[src/rtl/sched_pkg.sv]
// sched_pkg: shared mode encodings, scheduler states and region base addresses
package sched_pkg;
    localparam logic [1:0] MODE_IDLE = 2'd0;
    localparam logic [1:0] MODE_CTX  = 2'd1;
    localparam logic [1:0] MODE_SO   = 2'd2;
    localparam logic [1:0] MODE_USER = 2'd3;

    localparam int CTX_BASE  = 0;
    localparam int SO_BASE   = 200;
    localparam int PROG_BASE = 400;

    typedef enum logic [2:0] {
        IDLE,
        BOOT,
        SELECT,
        RUN,
        SAVE,
        WAIT_ANY
    } state_t;

    // SELECT has no region of its own; callers keep the previous owner there
    function automatic logic [1:0] mode_of(state_t s);
        return s == BOOT ? MODE_SO : s == RUN ? MODE_USER : s == SAVE ? MODE_CTX : MODE_IDLE;
    endfunction
endpackage

[src/rtl/rr_picker.sv]
// rr_picker: first set mask bit after last, wrapping, with last itself checked last
module rr_picker #(
    parameter int N  = 8,
    parameter int IW = 3
) (
    input  logic [N-1:0]  mask,
    input  logic [IW-1:0] last,
    output logic          found,
    output logic [IW-1:0] index
);
    logic [IW-1:0] c;

    // scan farthest offset first so the nearest hit overwrites
    always_comb begin
        found = 1'b0;
        index = last;
        c     = '0;
        for (int k = N; k > 0; k--) begin
            c = IW'((int'(last) + k) % N);
            if (mask[c]) begin
                found = 1'b1;
                index = c;
            end
        end
    end
endmodule

[src/rtl/quantum_scheduler.sv]
// quantum_scheduler: time-sliced round-robin owner of the instruction address space
module quantum_scheduler
    import sched_pkg::*;
#(
    parameter int NUM_PROCS  = 8,
    parameter int SLOT_SIZE  = 200,
    parameter int QUANTUM    = 64,
    parameter int ADDR_WIDTH = 32
) (
    input  logic                  clock,
    input  logic                  reset_n,
    input  logic                  start,
    input  logic [NUM_PROCS-1:0]  proc_ready,
    input  logic                  proc_done,
    input  logic                  so_done,
    input  logic                  switch_done,
    output logic [1:0]            mode,
    output logic [2:0]            cur_proc,
    output logic [ADDR_WIDTH-1:0] region_base,
    output logic                  timer_irq
);
    localparam int CW = $clog2(QUANTUM + 1);

    state_t                state_q, state_d;
    logic [2:0]            cur_q, cur_d, pick;
    logic [CW-1:0]         cnt_q, cnt_d;
    logic [NUM_PROCS-1:0]  done_q, done_d, eligible;
    logic [1:0]            mode_q, mode_d;
    logic [ADDR_WIDTH-1:0] base_q, base_d;
    logic                  irq_q, irq_d, found;

    assign eligible = proc_ready & ~done_q;

    rr_picker #(.N(NUM_PROCS), .IW(3)) u_picker (
        .mask (eligible),
        .last (cur_q),
        .found(found),
        .index(pick)
    );

    always_comb begin
        state_d = state_q;
        cur_d   = cur_q;
        cnt_d   = cnt_q;
        done_d  = done_q;
        irq_d   = 1'b0;
        case (state_q)
            IDLE:     state_d = start ? BOOT : IDLE;
            BOOT:     state_d = so_done ? SELECT : BOOT;
            SELECT: begin
                cnt_d   = '0;
                cur_d   = found ? pick : cur_q;
                state_d = found ? RUN : WAIT_ANY;
            end
            RUN: begin
                cnt_d = cnt_q + 1'b1;
                // a halt on the last slice cycle is still a halt: mask it, one SAVE
                if (proc_done) begin
                    done_d[cur_q] = 1'b1;
                    state_d       = SAVE;
                    irq_d         = 1'b1;
                end else if (cnt_q == CW'(QUANTUM - 1)) begin
                    state_d = SAVE;
                    irq_d   = 1'b1;
                end
            end
            SAVE:     state_d = switch_done ? SELECT : SAVE;
            WAIT_ANY: state_d = |eligible ? SELECT : WAIT_ANY;
            default:  state_d = IDLE;
        endcase
        mode_d = state_d == SELECT ? mode_q : mode_of(state_d);
        base_d = state_d == SELECT ? base_q :
                 state_d == BOOT   ? ADDR_WIDTH'(SO_BASE) :
                 state_d == RUN    ? ADDR_WIDTH'(PROG_BASE) + ADDR_WIDTH'(cur_d) * ADDR_WIDTH'(SLOT_SIZE) :
                                     ADDR_WIDTH'(CTX_BASE);
    end

    always_ff @(posedge clock or negedge reset_n) begin
        if (!reset_n) begin
            state_q <= IDLE;
            cur_q   <= 3'(NUM_PROCS - 1);
            cnt_q   <= '0;
            done_q  <= '0;
            mode_q  <= MODE_IDLE;
            base_q  <= '0;
            irq_q   <= 1'b0;
        end else begin
            state_q <= state_d;
            cur_q   <= cur_d;
            cnt_q   <= cnt_d;
            done_q  <= done_d;
            mode_q  <= mode_d;
            base_q  <= base_d;
            irq_q   <= irq_d;
        end
    end

    assign mode        = mode_q;
    assign cur_proc    = cur_q;
    assign region_base = base_q;
    assign timer_irq   = irq_q;
endmodule

[config.mk]
export PLATFORM = sky130hd
export DESIGN_NAME = quantum_scheduler
export DESIGN_NICKNAME = d
export VERILOG_FILES = /design/src/rtl/sched_pkg.sv /design/src/rtl/rr_picker.sv /design/src/rtl/quantum_scheduler.sv
export SDC_FILE = /design/constraint.sdc
export NUM_CORES = 1
export LEC_CHECK = 0
export BUFFER_PORTS_ARGS = -buffer_cell sky130_fd_sc_hd__buf_2
export CELL_PAD_IN_SITES_DETAIL_PLACEMENT = 0
export CELL_PAD_IN_SITES_GLOBAL_PLACEMENT = 1
export CORE_ASPECT_RATIO = 0.75
export CORE_UTILIZATION = 43
export CTS_BUF_LIST = sky130_fd_sc_hd__clkbuf_8
export DETAILED_ROUTE_END_ITERATION = 12
export PLACE_DENSITY = 0.84
export REMOVE_ABC_BUFFERS = 1
export SLEW_MARGIN = 30
export SYNTH_ARGS = -nofsm -noshare
export SYNTH_HDL_FRONTEND = slang
export SYNTH_HIERARCHICAL = 1
export SYNTH_SLANG_ARGS = --single-unit
[constraint.sdc]
create_clock -name clock -period 5.1 [get_ports clock]
set_clock_uncertainty 0.05 [all_clocks]
set_input_delay 0.765 -clock clock [delete_from_list [all_inputs] [get_ports clock]]
set_output_delay 0.765 -clock clock [all_outputs]
set_load 0.1 [all_outputs]
==> flow_summary.html <==
<table>
<tr><th>Metric</th><th>Value</th></tr>
<tr><th colspan="2">Synth</th></tr>
<tr><td>Area of the mapped netlist</td><td>between 2000 and 3000 sq um</td></tr>
<tr><td>Sequential area share after synthesis</td><td>32.5%</td></tr>
<tr><td>Syn Inst Count</td><td>~280</td></tr>
<tr><td>Mean post-synth cell area</td><td>9.29 sq um</td></tr>
<tr><td>Post-synth EDFFs</td><td>0</td></tr>
<tr><td>#FFs+latches synth</td><td>33</td></tr>
<tr><td>Synthesis warning total</td><td>6</td></tr>
<tr><td>Distinct cell type count of the synthesized netlist</td><td>56</td></tr>
<tr><td>Share of flip-flops with an asynchronous set or reset</td><td>100%</td></tr>
<tr><td>Top FF cell, synth</td><td>dfrtp_1</td></tr>
<tr><th colspan="2">Drt</th></tr>
<tr><td>First DRT Iteration DRCs</td><td>138</td></tr>
<tr><td>Routed WL</td><td>approximately 5.6 mm</td></tr>
<tr><td>Via count of the routed design</td><td>2055</td></tr>
<tr><td>Vias per Instance</td><td>5.42</td></tr>
<tr><td>TritonRoute pass-1 iters</td><td>4</td></tr>
<tr><td>Routed Antenna Nets</td><td>0</td></tr>
<tr><td>Residual DRC</td><td>0</td></tr>
<tr><td>Routed wire length per instance</td><td>14.8 um</td></tr>
<tr><th colspan="2">Critical path</th></tr>
<tr><td>Kind of start point of the critical path</td><td>flip-flop</td></tr>
<tr><td>Logic depth of the worst setup path including buffers</td><td>15</td></tr>
<tr><td>WP buf/inv</td><td>2</td></tr>
<tr><td>CP Data Arrival Time</td><td>4.91 ns</td></tr>
<tr><td>FF-to-FF Start</td><td>cur_proc[0]</td></tr>
<tr><td>Worst path most repeated cell</td><td>ha_1</td></tr>
<tr><td>Critical Path RT</td><td>approximately 5.2 ns</td></tr>
<tr><td>Critical path endpoint category</td><td>flip-flop</td></tr>
<tr><td>Crit-path max cell delay</td><td>0.67 ns</td></tr>
<tr><td>Reg-to-reg endpoint</td><td>region_base[9]</td></tr>
<tr><td>Critical path's top delay family</td><td>simple AND/OR/NAND/NOR gates</td></tr>
<tr><td>R2r worst-path depth</td><td>15</td></tr>
<tr><td>Cell chain of the critical path</td><td>inv_1 &gt; ha_1 &gt; mux4_2 &gt; nor2b_4 &gt; a21oi_2 &gt; nand3_1 &gt; or4_1 &gt; and4bb_1 &gt; o21ai_0 &gt; ha_1 &gt; inv_1 &gt; ha_1 &gt; or3_1 &gt; xor2_1 &gt; a22o_1</td></tr>
<tr><td>Slack of the worst reg-to-reg path</td><td>0.32 ns</td></tr>
<tr><td>Class of the most critical setup path</td><td>reg -&gt; reg</td></tr>
<tr><td>Worst setup path startpoint</td><td>cur_proc[0]</td></tr>
<tr><td>Master of the slowest instance on the critical path</td><td>dfstp_2</td></tr>
<tr><td>Max FO, Critical Path</td><td>10</td></tr>
<tr><th colspan="2">Global routing</th></tr>
<tr><td>Total overflow reported by the global router</td><td>0</td></tr>
<tr><td>Maximum number of pins on one net before global-route repair</td><td>34</td></tr>
<tr><td>Via count of the first global-routing pass</td><td>approximately 1900</td></tr>
<tr><td>Aggregate global-route resource usage</td><td>19.0%</td></tr>
<tr><td>Wire length of the first global-routing pass</td><td>9.22 mm</td></tr>
<tr><td>Number of antenna violations at the first check in global routing</td><td>0</td></tr>
<tr><th colspan="2">Layout</th></tr>
<tr><td>Final net count</td><td>between 300 and 400</td></tr>
<tr><td>Area growth syn-to-layout</td><td>9.01%</td></tr>
<tr><td>Most common cell after layout, fill and taps aside</td><td>dfrtp_1</td></tr>
<tr><td>Final core utilization</td><td>between 50 and 60%</td></tr>
<tr><td>Number of fill cells in the layout</td><td>roughly 530</td></tr>
<tr><td>Commonest cells after routing, fill and taps aside</td><td>dfrtp_1 (30), nand2_1 (29), buf_2 (28)</td></tr>
<tr><td>Diode insertion count for antenna repair</td><td>0</td></tr>
<tr><td>Fraction of final layout cells sized beyond drive strength 1</td><td>between 20% and 30%</td></tr>
<tr><th colspan="2">Clocking</th></tr>
<tr><td>Num CTS Buffers</td><td>5</td></tr>
<tr><td>Largest buffer count on any clock path</td><td>2</td></tr>
<tr><td>Worst-skew pair later-pin latency</td><td>0.29 ns</td></tr>
<tr><td>Count of H-tree levels built during CTS</td><td>2</td></tr>
<tr><td>TritonCTS clock tree</td><td>done</td></tr>
<tr><td>Post-CTS setup buffers</td><td>0</td></tr>
<tr><td>Clock Root Buffer</td><td>clkbuf_8</td></tr>
<tr><td>Number of clock sinks seen by CTS</td><td>33</td></tr>
<tr><td>Total of hold buffers inserted after clock tree synthesis</td><td>0</td></tr>
<tr><td>Clock edge transition at the registers on the reported setup and hold paths</td><td>0.07 ns</td></tr>
<tr><td>Gates resized, CTS repair</td><td>0</td></tr>
<tr><th colspan="2">Timing</th></tr>
<tr><td>Worst Max-Slew Pin Slew</td><td>about 0.79 ns</td></tr>
<tr><td>Number of failing hold endpoints at the final stage</td><td>0</td></tr>
<tr><td>RSZ-0062 raised after global routing</td><td>false</td></tr>
<tr><td>Summed negative setup slack over all endpoints</td><td>0 ns</td></tr>
<tr><td>Tmin final</td><td>about 4.8 ns</td></tr>
<tr><td>Setup violators final</td><td>0</td></tr>
<tr><td>Count of pins over their slew limit</td><td>0</td></tr>
<tr><td>Highest clock frequency the design can meet</td><td>roughly 0.21 GHz</td></tr>
<tr><td>Fraction of the cycle the final worst path needs</td><td>between 90% and 100%</td></tr>
<tr><td>Remaining max-slew budget at the tightest pin</td><td>roughly 47%</td></tr>
<tr><th colspan="2">Min path</th></tr>
<tr><td>Worst min-delay path category</td><td>reg -&gt; reg</td></tr>
<tr><td>Start point of the worst min-delay path</td><td>done_q[6]</td></tr>
<tr><td>Number of cells traversed by the worst hold path</td><td>2</td></tr>
<tr><td>Endpoint of the worst hold-timing path</td><td>done_q[6]</td></tr>
<tr><th colspan="2">Die</th></tr>
<tr><td>Height of the die</td><td>68.8 um</td></tr>
<tr><td>Die ar.</td><td>approximately 6300 sq um</td></tr>
<tr><td>Standard cell core area</td><td>roughly 5500 sq um</td></tr>
<tr><td>Initial standard-cell utilization of the core</td><td>46.2%</td></tr>
<tr><td>Width of the die</td><td>91.0 um</td></tr>
<tr><td>Boundary Pins</td><td>52</td></tr>
<tr><td>FP Rows</td><td>23</td></tr>
<tr><th colspan="2">Placement</th></tr>
<tr><td>Dpl hpwl</td><td>4.16 mm</td></tr>
<tr><td>GPL Wtd Cong</td><td>roughly 0.87</td></tr>
<tr><td>Buffers on Ports</td><td>28</td></tr>
<tr><th colspan="2">Run</th></tr>
<tr><td>Max cap viols</td><td>0</td></tr>
<tr><th colspan="2">Status</th></tr>
<tr><td>Result of the run</td><td>completed</td></tr>
</table>
## registers in the layout (all words and copies together), names as in the netlist
signal and cells:
cnt_q 7, timer_irq 1, state_q 3, mode 2
cur_proc 3, region_base 9, done_q 8
## Yosys cell counts, drive strengths merged, types with 4 or more instances
cell	n	area share [%]
nand2b	4	0.98
nand2	29	4.3
mux2	4	1.9
buf	28	8.3
a31o	4	1.4
mux2i	14	5.6
ha	9	4.4
xor2	7	2.4
o31ai	5	1.5
nor2b	12	3.2
clkbuf	5	0.78
mux4	7	6.2
inv	16	2.4
nand3	12	2.4
a21oi	13	2.7
a22o	9	3.1
o21ai	13	2.5
nor2	11	1.6
dfrtp	30	29
## per-stage QoR
| step | worst slack [ns] | cell area, sq um | hold WS, ns | cells |
|---|---|---|---|---|
| 2_1_floorplan | 0.0896 | 2400 | 0.387 | 264 |
| 3_5_place_dp | 0.364 | 2670 | 0.408 | 371 |
| 6_report | 0.316 | 2790 | 0.418 | 379 |
| 4_1_cts | 0.351 | 2790 | 0.425 | 379 |
| 5_1_grt | 0.0609 | 2790 | 0.456 | 379 |
| 3_3_place_gp | 0.517 | 2670 | 0.399 | 371 |
## worst reg2reg max path, cell delays in order (launching register included)
cell and delay [ns]:
dfstp_2 0.67, inv_1 0.09, ha_1 0.46, mux4_2 0.42
nor2b_4 0.16, a21oi_2 0.21, nand3_1 0.11, or4_1 0.46
and4bb_1 0.32, o21ai_0 0.32, ha_1 0.29, inv_1 0.09
ha_1 0.26, or3_1 0.42, xor2_1 0.16, a22o_1 0.18
## logic make-up after synthesis
family,after synthesis,share of synthesized area (%)
buffers and inverters,49,11.5
AO/OA/AOI/OAI,66,18.3
flip-flops,33,32.5
AND/OR/NAND/NOR,83,16.5
multiplexers,25,13.7
adder cells (fa/ha/maj),9,4.41
XOR/XNOR,9,3.09
other,1,0.147
## final cells by class
class	count	area [sq um]	area share [%]
repair buffers	32	170	6.11
well taps	75	93.8	3.37
clock inverters	2	33.8	1.21
multi-input cells	215	1520	54.4
clock buffers	6	82.6	2.96
inverters	16	60.1	2.16
flip-flops and latches	33	830	29.8
## per-layer routing
metal	GRT usage [%]	part of all wire (%)
met4	5.36	1.1
met1	26.8	50
met3	4.50	5.5
met5	0	0
met2	29.4	44
## how the worst max path moves through the flow
stage,endpoint
floorplan,region_base[9]
global placement,region_base[9]
detailed placement,region_base[9]
CTS,region_base[9]
global route,region_base[9]
finish,region_base[9]
Power is not shown: default switching activity piles up to over one toggle a cycle in this logic, so the estimate is an artifact.
